File: config.mk
export PLATFORM = sky130hd
export DESIGN_NAME = frog_life_ctrl
export DESIGN_NICKNAME = d
export VERILOG_FILES = /design/src/rtl/frog_life_ctrl.sv
export SDC_FILE = /design/constraint.sdc
export NUM_CORES = 1
export LEC_CHECK = 0
export BUFFER_PORTS_ARGS = -buffer_cell sky130_fd_sc_hd__buf_2
export CAP_MARGIN = 30
export CORE_MARGIN = 5
export CORE_UTILIZATION = 53
export DETAILED_ROUTE_END_ITERATION = 16
export GPL_TIMING_DRIVEN = 0
export HOLD_SLACK_MARGIN = 0.15
export PLACE_DENSITY = 0.9
export SLEW_MARGIN = 10
export SYNTH_ARGS = -nofsm -noshare
export SYNTH_HDL_FRONTEND = slang
export SYNTH_SLANG_ARGS = --single-unit
export TNS_END_PERCENT = 20
File: constraint.sdc
create_clock -name i_Clk -period 4.7 [get_ports i_Clk]
set_clock_uncertainty 0.2 [all_clocks]
set_input_delay 0.235 -clock i_Clk [delete_from_list [all_inputs] [get_ports i_Clk]]
set_output_delay 0.235 -clock i_Clk [all_outputs]
set_load 0.01 [all_outputs]
File: src/rtl/frog_life_ctrl.sv
// Game-state controller for the frog: lives, score, death freeze,
// respawn, post-respawn invulnerability and game over.
module frog_life_ctrl #(
    parameter int unsigned START_LIVES  = 3,
    parameter int unsigned HIT_FRAMES   = 60,
    parameter int unsigned GRACE_FRAMES = 90,
    parameter int unsigned GOAL_Y_MAX   = 31,
    parameter int unsigned SCORE_W      = 8
) (
    input  logic               i_Clk,
    input  logic               i_Rst,
    input  logic               i_Has_Collided,
    input  logic               i_Frame_Tick,
    input  logic               i_Start,
    input  logic [9:0]         i_Frog_Y,
    output logic [2:0]         o_Lives,
    output logic [SCORE_W-1:0] o_Score,
    output logic               o_Respawn,
    output logic               o_Freeze,
    output logic               o_Invulnerable,
    output logic               o_Game_Over,
    output logic [2:0]         o_State
);

    localparam int unsigned MAX_FRAMES = (HIT_FRAMES > GRACE_FRAMES) ? HIT_FRAMES : GRACE_FRAMES;
    localparam int unsigned CNT_W      = $clog2(MAX_FRAMES + 1);

    localparam logic [CNT_W-1:0]   HIT_LOAD   = CNT_W'(HIT_FRAMES);
    localparam logic [CNT_W-1:0]   GRACE_LOAD = CNT_W'(GRACE_FRAMES);
    localparam logic [CNT_W-1:0]   CNT_ONE    = CNT_W'(1);
    localparam logic [2:0]         LIVES_INIT = 3'(START_LIVES);
    localparam logic [9:0]         GOAL_Y     = 10'(GOAL_Y_MAX);
    localparam logic [SCORE_W-1:0] SCORE_MAX  = '1;
    localparam logic [SCORE_W-1:0] SCORE_ONE  = SCORE_W'(1);

    typedef enum logic [2:0] {
        S_IDLE      = 3'd0,
        S_PLAY      = 3'd1,
        S_HIT       = 3'd2,
        S_GRACE     = 3'd3,
        S_GAME_OVER = 3'd4
    } state_t;

    state_t             state_q,   state_d;
    logic [CNT_W-1:0]   cnt_q,     cnt_d;
    logic [2:0]         lives_q,   lives_d;
    logic [SCORE_W-1:0] score_q,   score_d;
    logic               respawn_q, respawn_d;
    logic               freeze_q,  freeze_d;
    logic               inv_q,     inv_d;
    logic               go_q,      go_d;

    logic               goal;
    logic [SCORE_W-1:0] score_sat;

    // Goal row detection and saturating score increment.
    always_comb begin
        goal      = (i_Frog_Y <= GOAL_Y);
        score_sat = (score_q == SCORE_MAX) ? score_q : (score_q + SCORE_ONE);
    end

    // Next-state, counter, lives/score and registered-output decode.
    always_comb begin
        state_d   = state_q;
        cnt_d     = cnt_q;
        lives_d   = lives_q;
        score_d   = score_q;
        respawn_d = 1'b0;

        case (state_q)
            S_IDLE, S_GAME_OVER: begin
                if (i_Start) begin
                    state_d   = S_GRACE;
                    lives_d   = LIVES_INIT;
                    score_d   = '0;
                    respawn_d = 1'b1;
                    cnt_d     = GRACE_LOAD;
                end
            end
            S_PLAY: begin
                // Goal takes priority over a same-cycle collision.
                if (goal) begin
                    state_d   = S_GRACE;
                    score_d   = score_sat;
                    respawn_d = 1'b1;
                    cnt_d     = GRACE_LOAD;
                end else if (i_Has_Collided) begin
                    if (lives_q <= 3'd1) begin
                        lives_d = '0;
                        state_d = S_GAME_OVER;
                    end else begin
                        lives_d = lives_q - 3'd1;
                        state_d = S_HIT;
                        cnt_d   = HIT_LOAD;
                    end
                end
            end
            S_HIT: begin
                if (i_Frame_Tick) begin
                    if (cnt_q <= CNT_ONE) begin
                        state_d   = S_GRACE;
                        respawn_d = 1'b1;
                        cnt_d     = GRACE_LOAD;
                    end else begin
                        cnt_d = cnt_q - CNT_ONE;
                    end
                end
            end
            S_GRACE: begin
                if (goal) begin
                    score_d   = score_sat;
                    respawn_d = 1'b1;
                    cnt_d     = GRACE_LOAD;
                end else if (i_Frame_Tick) begin
                    if (cnt_q <= CNT_ONE) begin
                        state_d = S_PLAY;
                    end else begin
                        cnt_d = cnt_q - CNT_ONE;
                    end
                end
            end
            default: begin
                state_d = S_IDLE;
            end
        endcase

        // Flags follow the state being entered so they line up with o_State.
        freeze_d = (state_d == S_IDLE) || (state_d == S_HIT) || (state_d == S_GAME_OVER);
        inv_d    = (state_d == S_GRACE);
        go_d     = (state_d == S_GAME_OVER);
    end

    // State and output registers with synchronous reset.
    always_ff @(posedge i_Clk) begin
        if (i_Rst) begin
            state_q   <= S_IDLE;
            cnt_q     <= '0;
            lives_q   <= LIVES_INIT;
            score_q   <= '0;
            respawn_q <= 1'b0;
            freeze_q  <= 1'b1;
            inv_q     <= 1'b0;
            go_q      <= 1'b0;
        end else begin
            state_q   <= state_d;
            cnt_q     <= cnt_d;
            lives_q   <= lives_d;
            score_q   <= score_d;
            respawn_q <= respawn_d;
            freeze_q  <= freeze_d;
            inv_q     <= inv_d;
            go_q      <= go_d;
        end
    end

    assign o_Lives        = lives_q;
    assign o_Score        = score_q;
    assign o_Respawn      = respawn_q;
    assign o_Freeze       = freeze_q;
    assign o_Invulnerable = inv_q;
    assign o_Game_Over    = go_q;
    assign o_State        = state_q;

endmodule
### Word level (Yosys, flattened, before mapping)

Index checks and enable logic that the tools add are counted.

* register bits after elaboration: 25
* input bits: 15

* $add $sub $neg: 3
* order comparisons: 3
* eq/ne operators: 18
* mux-type cells: 34
* reduce and logical (&&, ||, !) cells: 12

Operators by type and width (count)
* 2-to-1 mux 7 bit: 9
* 2-to-1 mux 3 bit: 13
* case mux 7 bit (4 select lines): 1
* 2-to-1 mux 8 bit: 3
* case mux 8 bit (2 select lines): 1
* equality test 3 x 2 -> 1 bit, second input constant: 4
* inequality test 3 bit, second input constant: 4
* case mux 3 bit (4 select lines): 1
* less-or-equal comparator 10 x 5 -> 1 bit, second input constant: 1
* inequality test 2 bit, second input constant: 5
* adder 8 x 1 -> 8 bit, second input constant: 1
* equality test 8 bit, second input constant: 1
* AND reduction 4 bit: 2
* less-or-equal comparator 7 x 1 -> 1 bit, second input constant: 1
* AND reduction 7 bit: 1
* subtractor 7 x 1 -> 7 bit, second input constant: 1
* equality test 3 bit, second input constant: 2
* zero test 3 bit: 2
* case mux 3 bit (2 select lines): 1
* 2-to-1 mux 1 bit: 4
* nonzero test 2 bit: 2
* nonzero test 4 bit: 1
* OR reduction 2 bit: 2
* equality test 3 x 1 -> 1 bit, second input constant: 1
* 5 further kinds: 6

### Depth between registers and ports, before layout

Gate-level depths: netlist (run 1).

* depth after elaboration: 8
* gate-level depth with buffers: 8
* mapped depth without buffers: 7

### Worst setup path before layout (run 1)

Ideal clock, no wire load.

* path kind: register to register
* start point: register lives_q[1] (netlist: o_Lives[1])
* end point: register cnt_q[3]
* library setup time: 0.095 ns
* arrival time: 1.707 ns
* setup slack: 2.697 ns
* stages on the path, launching flop included: 9
* buffers on the path: 1
* clock period less this slack: 2.003 ns
* path through: dfxtp_1 > inv_1 > ha_1 > o21ba_2 > o221a_2 > a211oi_2 > buf_4 > a211o_1 > a221oi_1

* cells in the longest elaborated chain, start to end: 3

RTL lines
* start, declared: line 46 `logic [2:0] lives_q, lives_d;`
* start signal, assigned: line 147 `lives_q <= lives_d;`
* less-or-equal comparator 3 x 1 -> 1 bit: line 88 `if (lives_q <= 3'd1) begin`
* inequality test 3 bit (no source line)
* AND reduction 7 bit (no source line)
* end signal, assigned: line 146 `cnt_q <= cnt_d;`
* end, declared: line 45 `logic [CNT_W-1:0] cnt_q, cnt_d;`

Every way passes these cells.
A chain may end at the register's enable or synchronous reset.

### Final worst setup path (run 1)

* start point: register state_q[0] (netlist: o_State[0])
* end point: register lives_q[0] (netlist: o_Lives[0])

* cells in the longest elaborated chain, start to end: 4
* elaborated cells on any way between the ends: 10

RTL lines
* start, declared: line 44 `state_t state_q, state_d;`
* start signal, assigned: line 145 `state_q <= state_d;`
* equality test 3 bit / zero test 3 bit (equally long branches): line 70 `case (state_q)`
* OR reduction 2 bit: line 70
* inequality test 2 bit (no source line) / nonzero test 2 bit (equally long branches)
* AND reduction 4 bit (no source line)

Several ways; a longest one is shown, not always the timed one.

==> results.md, run 1 <==
* TritonCTS clock tree: yes
* Area grow syn2layout at 18.2%
* Mapped Cells at 172
* Ratio of cells with drive above 1 in the final layout at 0.206
* Simple-gate portion of the synthesized area at 0.265
* Yosys top cell by area: dfxtp_1
* Number of buffers created by CTS at 3
* Final instance area at 0.00172 mm²
* F_max at 471 MHz
* Ant diodes at 0
* Seq/Total Area, Yosys at 0.345
* Area of the multi-input gates at 862 µm²
* WP data arrival at 2.15 ns
* Rel. slew slack at 0.546
* Outcome: finished, final reports clean
* Period utilization at 0.452
* FF-to-FF End: o_Lives[0]
* Worst path required time at 4.73 ns
* Synth Area in Adders at 0.0431
* CP peak stage delay at 0.59 ns
* Global-route wire length before repair at 5790 µm
* I/O Pins at 33
* CTS hold repair buffers at 6
* Max-cap violations at 0
* Final non-filler cell total at 240
* Crit path buffers/inverters at 1
* Xor and xnor fraction of the mapped netlist area at 0.0301
* Clk_lat worst skew at 0.31 ns
* Largest family of logic cells by synthesized area: simple AND/OR/NAND/NOR gates
* Root buffer cell: clkbuf_4
* Clock transition at path regs at 0.14 ns
* Post-synth EDFFs at 0
* Avg WL per Cell at 13.6 µm
* Minimum clock period at 2.13 ns
* FFs w/ async S/R, synth at 0
* Yosys warns at 0
* Vias at 1,383
* Die area at 0.00389 mm²
* Complex-gate fraction of the synthesized area at 0.234
* Reg2reg start: o_State[0]
* Initial Util at 0.541
* Initial DRC Count at 61
* Syn_nets at 192
* Critical-path cell list: buf_4 > and2b_1 > nand2_1 > o31ai_1 > mux2i_1 > nand2b_1
* Fin. Hold Viols at 0
* Cell Area, Synth at 0.00145 mm²
* RSZ-0062 raised after global routing: no
* Setup TNS Final at 0 ns
* Met1 Use GR at 0.219
* Mux contribution to synthesized area at 0.0207
* Ys flop type: dfxtp_1
* Drt drc at 0
* CP Capture Type: flop
* Synthesized flop and latch total at 25
* Hold endpoint: o_Respawn
* Vias/cell at 5.76
* Final GP Congestion at 0.904
* Synth unique cells at 52
* Post-route ant nets at 0
* Initial DRT Pass Iterations at 5
* Cell family with most CP delay: compound AO/OA/AOI/OAI gates
* Pwr Total at 532 µW
* Post-CTS Setup Bufs at 0
* Placed cell areas at 0.00163 mm²
* Top post-synthesis cells by area: dfxtp_1 34%, ha_1 4.3%, a21oi_1 4.1%, inv_1 3.9%, nand2b_1 3.9%
* Filler cell count in the final layout at 249
* Max stage delay cell, worst path: o31ai_1
* Post-DP HPWL at 2450 µm
* Core ar. at 0.00269 mm²
* Worst-case clock buffer depth at 2
* Die width at 62.4 µm
* Most Crowded Layer GR: met2
* Antenna violations before repair at 0
* CP max FO at 10
* Leak at 0.746 nW
* FP Rows at 19
* Number of global-route vias before repair at 1,346
* Sequential cell area at 500 µm²
* Syn Area/Cell at 8.45 µm²
* Final nets at 230
* Worst vdd ir at 0.243 mV
* Port Buffers at 27
* Finish-stage setup viols at 0
* Actual slew at the worst max-slew pin at 0.675 ns
* Pwr dens at 310 mW/mm²
* Pin count of the biggest net entering global routing at 16
* Total grt overflow at 0
* Die Ht at 62.4 µm
* Startpoint types: flop
* Dpl cells at 230
* R2R depth at 6
* Total GRT Usage at 0.174
* Sinks on Clock Net at 25
* H-tree levels at 1
* Commonest non-fill, non-tap cell in the layout: buf_2
* Post-synth top area share at 0.345
* WHS Path Cells at 4
* Post-CTS resize count at 0
* Hold wc startpoint: i_Frog_Y[8]
* Worst R2R Setup Slack at 2.57 ns
* GR Layer Usage met2 at 0.282
* Grt met3 use at 0.0288
* Post-Route WL at 3270 µm
* Final Slew Violations at 0
* Worst Hold Class: in2reg
* Critical path class: reg2reg
* Commonest cells after routing, fill and taps aside: 27 x buf_2, 25 x dfxtp_1, 15 x inv_1
state kept, by name, indices dropped and copies added (netlist names):
register	count
o_Lives	3
o_Respawn	1
o_Freeze	1
o_Invulnerable	1
o_Game_Over	1
o_Score	8
o_State	3
cnt_q	7
metrics by stage:
step	worst slack (ns)	util	hold slack, ns
2_1_floorplan	2.70	-	0.209
3_3_place_gp	2.66	0.605	0.268
3_5_place_dp	2.63	0.605	0.272
4_1_cts	2.61	0.639	0.159
5_1_grt	2.40	0.639	0.205
6_report	2.57	0.639	0.168
how the worst max path moves through the flow:
stage	startpoint	cells past startpoint	slack [ns]	endpoint
floorplan	o_Lives[1]	8	2.70	cnt_q[3]
global placement	o_State[0]	6	2.66	o_Lives[1]
detailed placement	o_State[0]	6	2.63	o_Lives[0]
CTS	o_Lives[1]	8	2.61	cnt_q[5]
global route	o_State[0]	6	2.40	o_Lives[0]
finish	o_State[0]	6	2.57	o_Lives[0]
synth_stat cells (2+ instances only):
master and instances:
nand2_1 10, and3_1 3, dfxtp_1 25, a21oi_1 12
nor3_1 3, buf_4 2, nand4_1 6, ha_1 5
a221oi_1 2, inv_1 15, nand3_1 5, and2_1 3
xor2_1 3, a211oi_1 3, a211o_1 4, nor2_1 14
nand2b_1 9, o21ai_0 6, o31ai_1 3, or3_1 2
a31oi_1 3, xnor2_1 2, mux2i_1 3
worst min-delay path, stage by stage:
cell	delay [ns]
buf_2	0.08
inv_1	0.06
nand3_1	0.15
a31oi_1	0.11
cell type report:
type                       count  share of cell area
tap                           31              0.0226
multi-input combinational    127               0.502
timing repair buffer          33               0.114
inverter                      15              0.0328
buffer                         5              0.0197
clock inverter                 1             0.00437
sequential                    25               0.292
clock buffer                   3              0.0131
where the power goes:
part           switching, mW  total, mW  internal [mW]
clock                 0.0641     0.0965         0.0324
combinational          0.107      0.188         0.0811
sequential            0.0167      0.248          0.231
layer usage:
metal  wire (µm)  vias up
li1            -      698
met1        1500      638
met2        1550       41
met3         162        6
met4          62        0
met5           0        -
kinds of logic (layout without fill, tap and decap cells):
group           Yosys count  after routing
fa+ha+maj                 5              5
compound gates           47             47
flops                    25             25
buf+inv                  20             57
simple gates             67             67
xor+xnor                  5              5
mux                       3              3
(Power assumes the default switching activity.)
==> run 2: changes to the inputs <==
- ABC_AREA: not set -> 1
- CORE_UTILIZATION: 53 -> 49
- PLACE_DENSITY: 0.9 -> 0.87
- clock period: 4.7 -> 1.95 ns (I/O delays scaled with it)
==> results.md, run 2 <==
* Number of buffers created by CTS at 3 (unchanged)
* Startpoint types: input pin
* Minimum clock period at 1.81 ns
* H-tree levels at 1 (unchanged)
* Placed cell areas at 0.00174 mm² (+6.8%)
* Largest family of logic cells by synthesized area: simple AND/OR/NAND/NOR gates
* WP data arrival at 1.84 ns (-0.31 ns)
* Reg2reg start: o_State[0]
* Dpl cells at 311 (+35%)
* Post-route ant nets at 0 (unchanged)
* Ratio of cells with drive above 1 in the final layout at 0.217 (+0.0113)
* Total grt overflow at 0 (unchanged)
* Seq/Total Area, Yosys at 0.322 (-0.0222)
* Leak at 0.945 nW (+27%)
* Syn Area/Cell at 6.44 µm² (-24%)
* Mapped Cells at 241 (+40%)
* Critical path class: in2reg
* Mux contribution to synthesized area at 0 (-0.0207)
* Final GP Congestion at 0.907 (+0.38%)
* Die width at 66.3 µm (+6.3%)
* FP Rows at 20 (+1)
* Pwr Total at 1.65 mW (+210%)
* Actual slew at the worst max-slew pin at 0.484 ns (-0.191 ns)
* I/O Pins at 33 (unchanged)
* Period utilization at 0.926
* Clk_lat worst skew at 0.32 ns (about the same)
* Net switching power at 709 µW (+280%)
* Cell Area, Synth at 0.00155 mm² (+6.9%)
* Vias at 1,609 (+16%)
* Highest routed layer: met4
* CP max FO at 10 (unchanged)
* Max reg flops at 8 (unchanged)
* Initial DRT Pass Iterations at 4 (-1)
* Setup TNS Final at 0 ns (unchanged)
* Complex-gate fraction of the synthesized area at 0.114 (-0.121)
* Outcome: finished, final reports clean
* Filler cell count in the final layout at 313 (+26%)
* Wire length on met1 at 1580 µm (+5.6%)
* Worst vdd ir at 0.369 mV (+52%)
* Synth unique cells at 23 (-56%)
* Ys flop type: dfxtp_1
* Logic pwr share at 0.460 (+0.107)
* Worst path required time at 1.99 ns (-2.74 ns)
* Avg WL per Cell at 10.8 µm (-21%)
* Final instance area at 0.00188 mm² (+9.4%)
* Die area at 0.00439 mm² (+13%)
* Post-synth top area share at 0.322 (-0.0222)
* Yosys top cell by area: dfxtp_1
* F_max at 554 MHz
* Commonest cells after routing, fill and taps aside: 56 x nand2_1, 33 x inv_1, 28 x buf_2
* Rel. slew slack at 0.678 (+0.131)
* Top post-synthesis cells by area: dfxtp_1 32%, nand2_1 14%, inv_1 8.0%, nand3_1 7.7%, nor2_1 6.8%
* Number of global-route vias before repair at 1,532 (+14%)
* Post-DP HPWL at 2660 µm (+8.4%)
* Most frequent cell after synthesis: nand2_1
* Clk pwr share at 0.146 (-0.035)
* CP Capture Type: flop
* Ant diodes at 0 (unchanged)
* FFs w/ async S/R, synth at 0 (unchanged)
* Syn_nets at 261 (+36%)
* Sw frac at 0.430 (+0.0773)
* Root buffer cell: clkbuf_4
* Int Pwr at 941 µW (+170%)
* TritonCTS clock tree: yes
* Worst-case clock buffer depth at 2 (unchanged)
* Core ar. at 0.00305 mm² (+14%)
* Port Buffers at 26 (-3.7%)
* Drt drc at 0 (unchanged)
* Sinks on Clock Net at 25 (unchanged)
* Initial Util at 0.509 (-0.0321)
* Pin count of the biggest net entering global routing at 16 (unchanged)
* R2R depth at 8 (+2)
* Final Slew Violations at 0 (unchanged)
* Worst R2R Setup Slack at 0.17 ns (-2.40 ns)
* Finish-stage setup viols at 0 (unchanged)
* FF-to-FF End: cnt_q[2]
* Fin. Hold Viols at 0 (unchanged)
* Xor and xnor fraction of the mapped netlist area at 0.0169 (-0.0132)
* Pwr dens at 879 mW/mm² (+180%)
* Simple-gate portion of the synthesized area at 0.408 (+0.142)
* Yosys warns at 0 (unchanged)
* Area grow syn2layout at 21.0%
* Commonest non-fill, non-tap cell in the layout: nand2_1
* Min Hold Slack at 0.277 ns (+0.108 ns)
* Crit path launch: i_Frog_Y[9]
* Global-route wire length before repair at 6240 µm (+7.7%)
* Final non-filler cell total at 325 (+35%)
* CP endpoint: cnt_q[1]
* Initial DRC Count at 103 (+69%)
* Post-Route WL at 3500 µm (+7.1%)
* Synthesized flop and latch total at 25 (unchanged)
* Clock transition at path regs at 0.14 ns (about the same)
* Max-cap violations at 0 (unchanged)
* Worst Hold Class: reg2reg
* Post-synth EDFFs at 0 (unchanged)
* Total GRT Usage at 0.177 (+0.00338)
* Synth Area in Adders at 0.0403 (-0.00278)
* RSZ-0062 raised after global routing: no
* Routed wl met2 at 1770 µm (+14%)
* Most common library cells after synthesis: 56 x nand2_1, 33 x inv_1, 28 x nor2_1
* Vias/cell at 4.95 (-14%)
* Die Ht at 66.3 µm (+6.3%)
* Met3 routed WL at 122 µm (-25%)
* Sequential Power Share at 0.394 (-0.072)
* Final nets at 302 (+31%)
* Antenna violations before repair at 0 (unchanged)
## run 2: worst max-delay path: stages
cell	delay, ns
dlygate4sd3_1	0.53
buf_2	0.12
nor2_1	0.12
nand3_1	0.11
buf_2	0.21
nand3_1	0.18
nand2_1	0.13
inv_1	0.10
nand3_1	0.10
nor2_1	0.12
nor2_1	0.05
## run 2: how the worst min path moves through the flow
stage	startpoint	end	slack, ns	cells past startpoint
floorplan	i_Frame_Tick	o_Respawn	0.08	2
global placement	i_Has_Collided	o_State[2]	0.24	3
detailed placement	i_Has_Collided	o_State[2]	0.24	3
CTS	o_Score[1]	o_Score[1]	0.29	2
global route	cnt_q[5]	cnt_q[5]	0.33	2
finish	o_Score[1]	o_Score[1]	0.28	2
## run 2: layer usage
metal  track usage  up-vias
li1              -      854
met1         0.224      718
met2         0.311       32
met3        0.0255        5
met4        0.0457        0
met5             0        -
## run 2: timing repair
item / 4_1_cts / 5_1_grt
hold endpoints to repair: 22 / 0
setup endpoints to repair: 0 / 7
gates resized for setup: 0 / 5
buffers inserted: 0 / 1
hold buffers: 9 / 0
## run 2: kinds of logic (layout without fill, tap and decap cells)
logic type	after synthesis	in the layout
AND/OR/NAND/NOR	136	136
buffers and inverters	40	80
AO/OA/AOI/OAI	32	32
flip-flops	25	25
adder cells (fa/ha/maj)	5	5
XOR/XNOR	3	3
## run 2: cell type report
cell class              instances  area [µm²]  share of cell area
multi-input cells             176         906               0.482
flip-flops and latches         25         503               0.268
inverters                      36         135              0.0720
clock inverters                 1        7.51             0.00400
repair buffers                 36         228               0.121
clock buffers                   3        22.5              0.0120
plain buffers                   4        21.3              0.0113
well taps                      44        55.1              0.0293
## run 2: stage by stage
| step | setup WS (ns) | util |
|---|---|---|
| after floorplan | 0.267 | - |
| final | 0.145 | 0.615 |
| after global placement | 0.188 | 0.569 |
| after detailed placement | 0.147 | 0.569 |
| after global routing | 0.00372 | 0.615 |
| after CTS | 0.113 | 0.609 |
## run 2: power by group through the flow
| stage | clock (mW) | combinational (mW) | sequential, mW |
|---|---|---|---|
| detailed placement | 0 | 0.731 | 0.662 |
| global route | 0.267 | 0.873 | 0.662 |
| CTS | 0.246 | 0.750 | 0.650 |
| floorplan | 0 | 0.561 | 0.666 |
| global placement | 0 | 0.719 | 0.659 |
| finish | 0.241 | 0.760 | 0.650 |
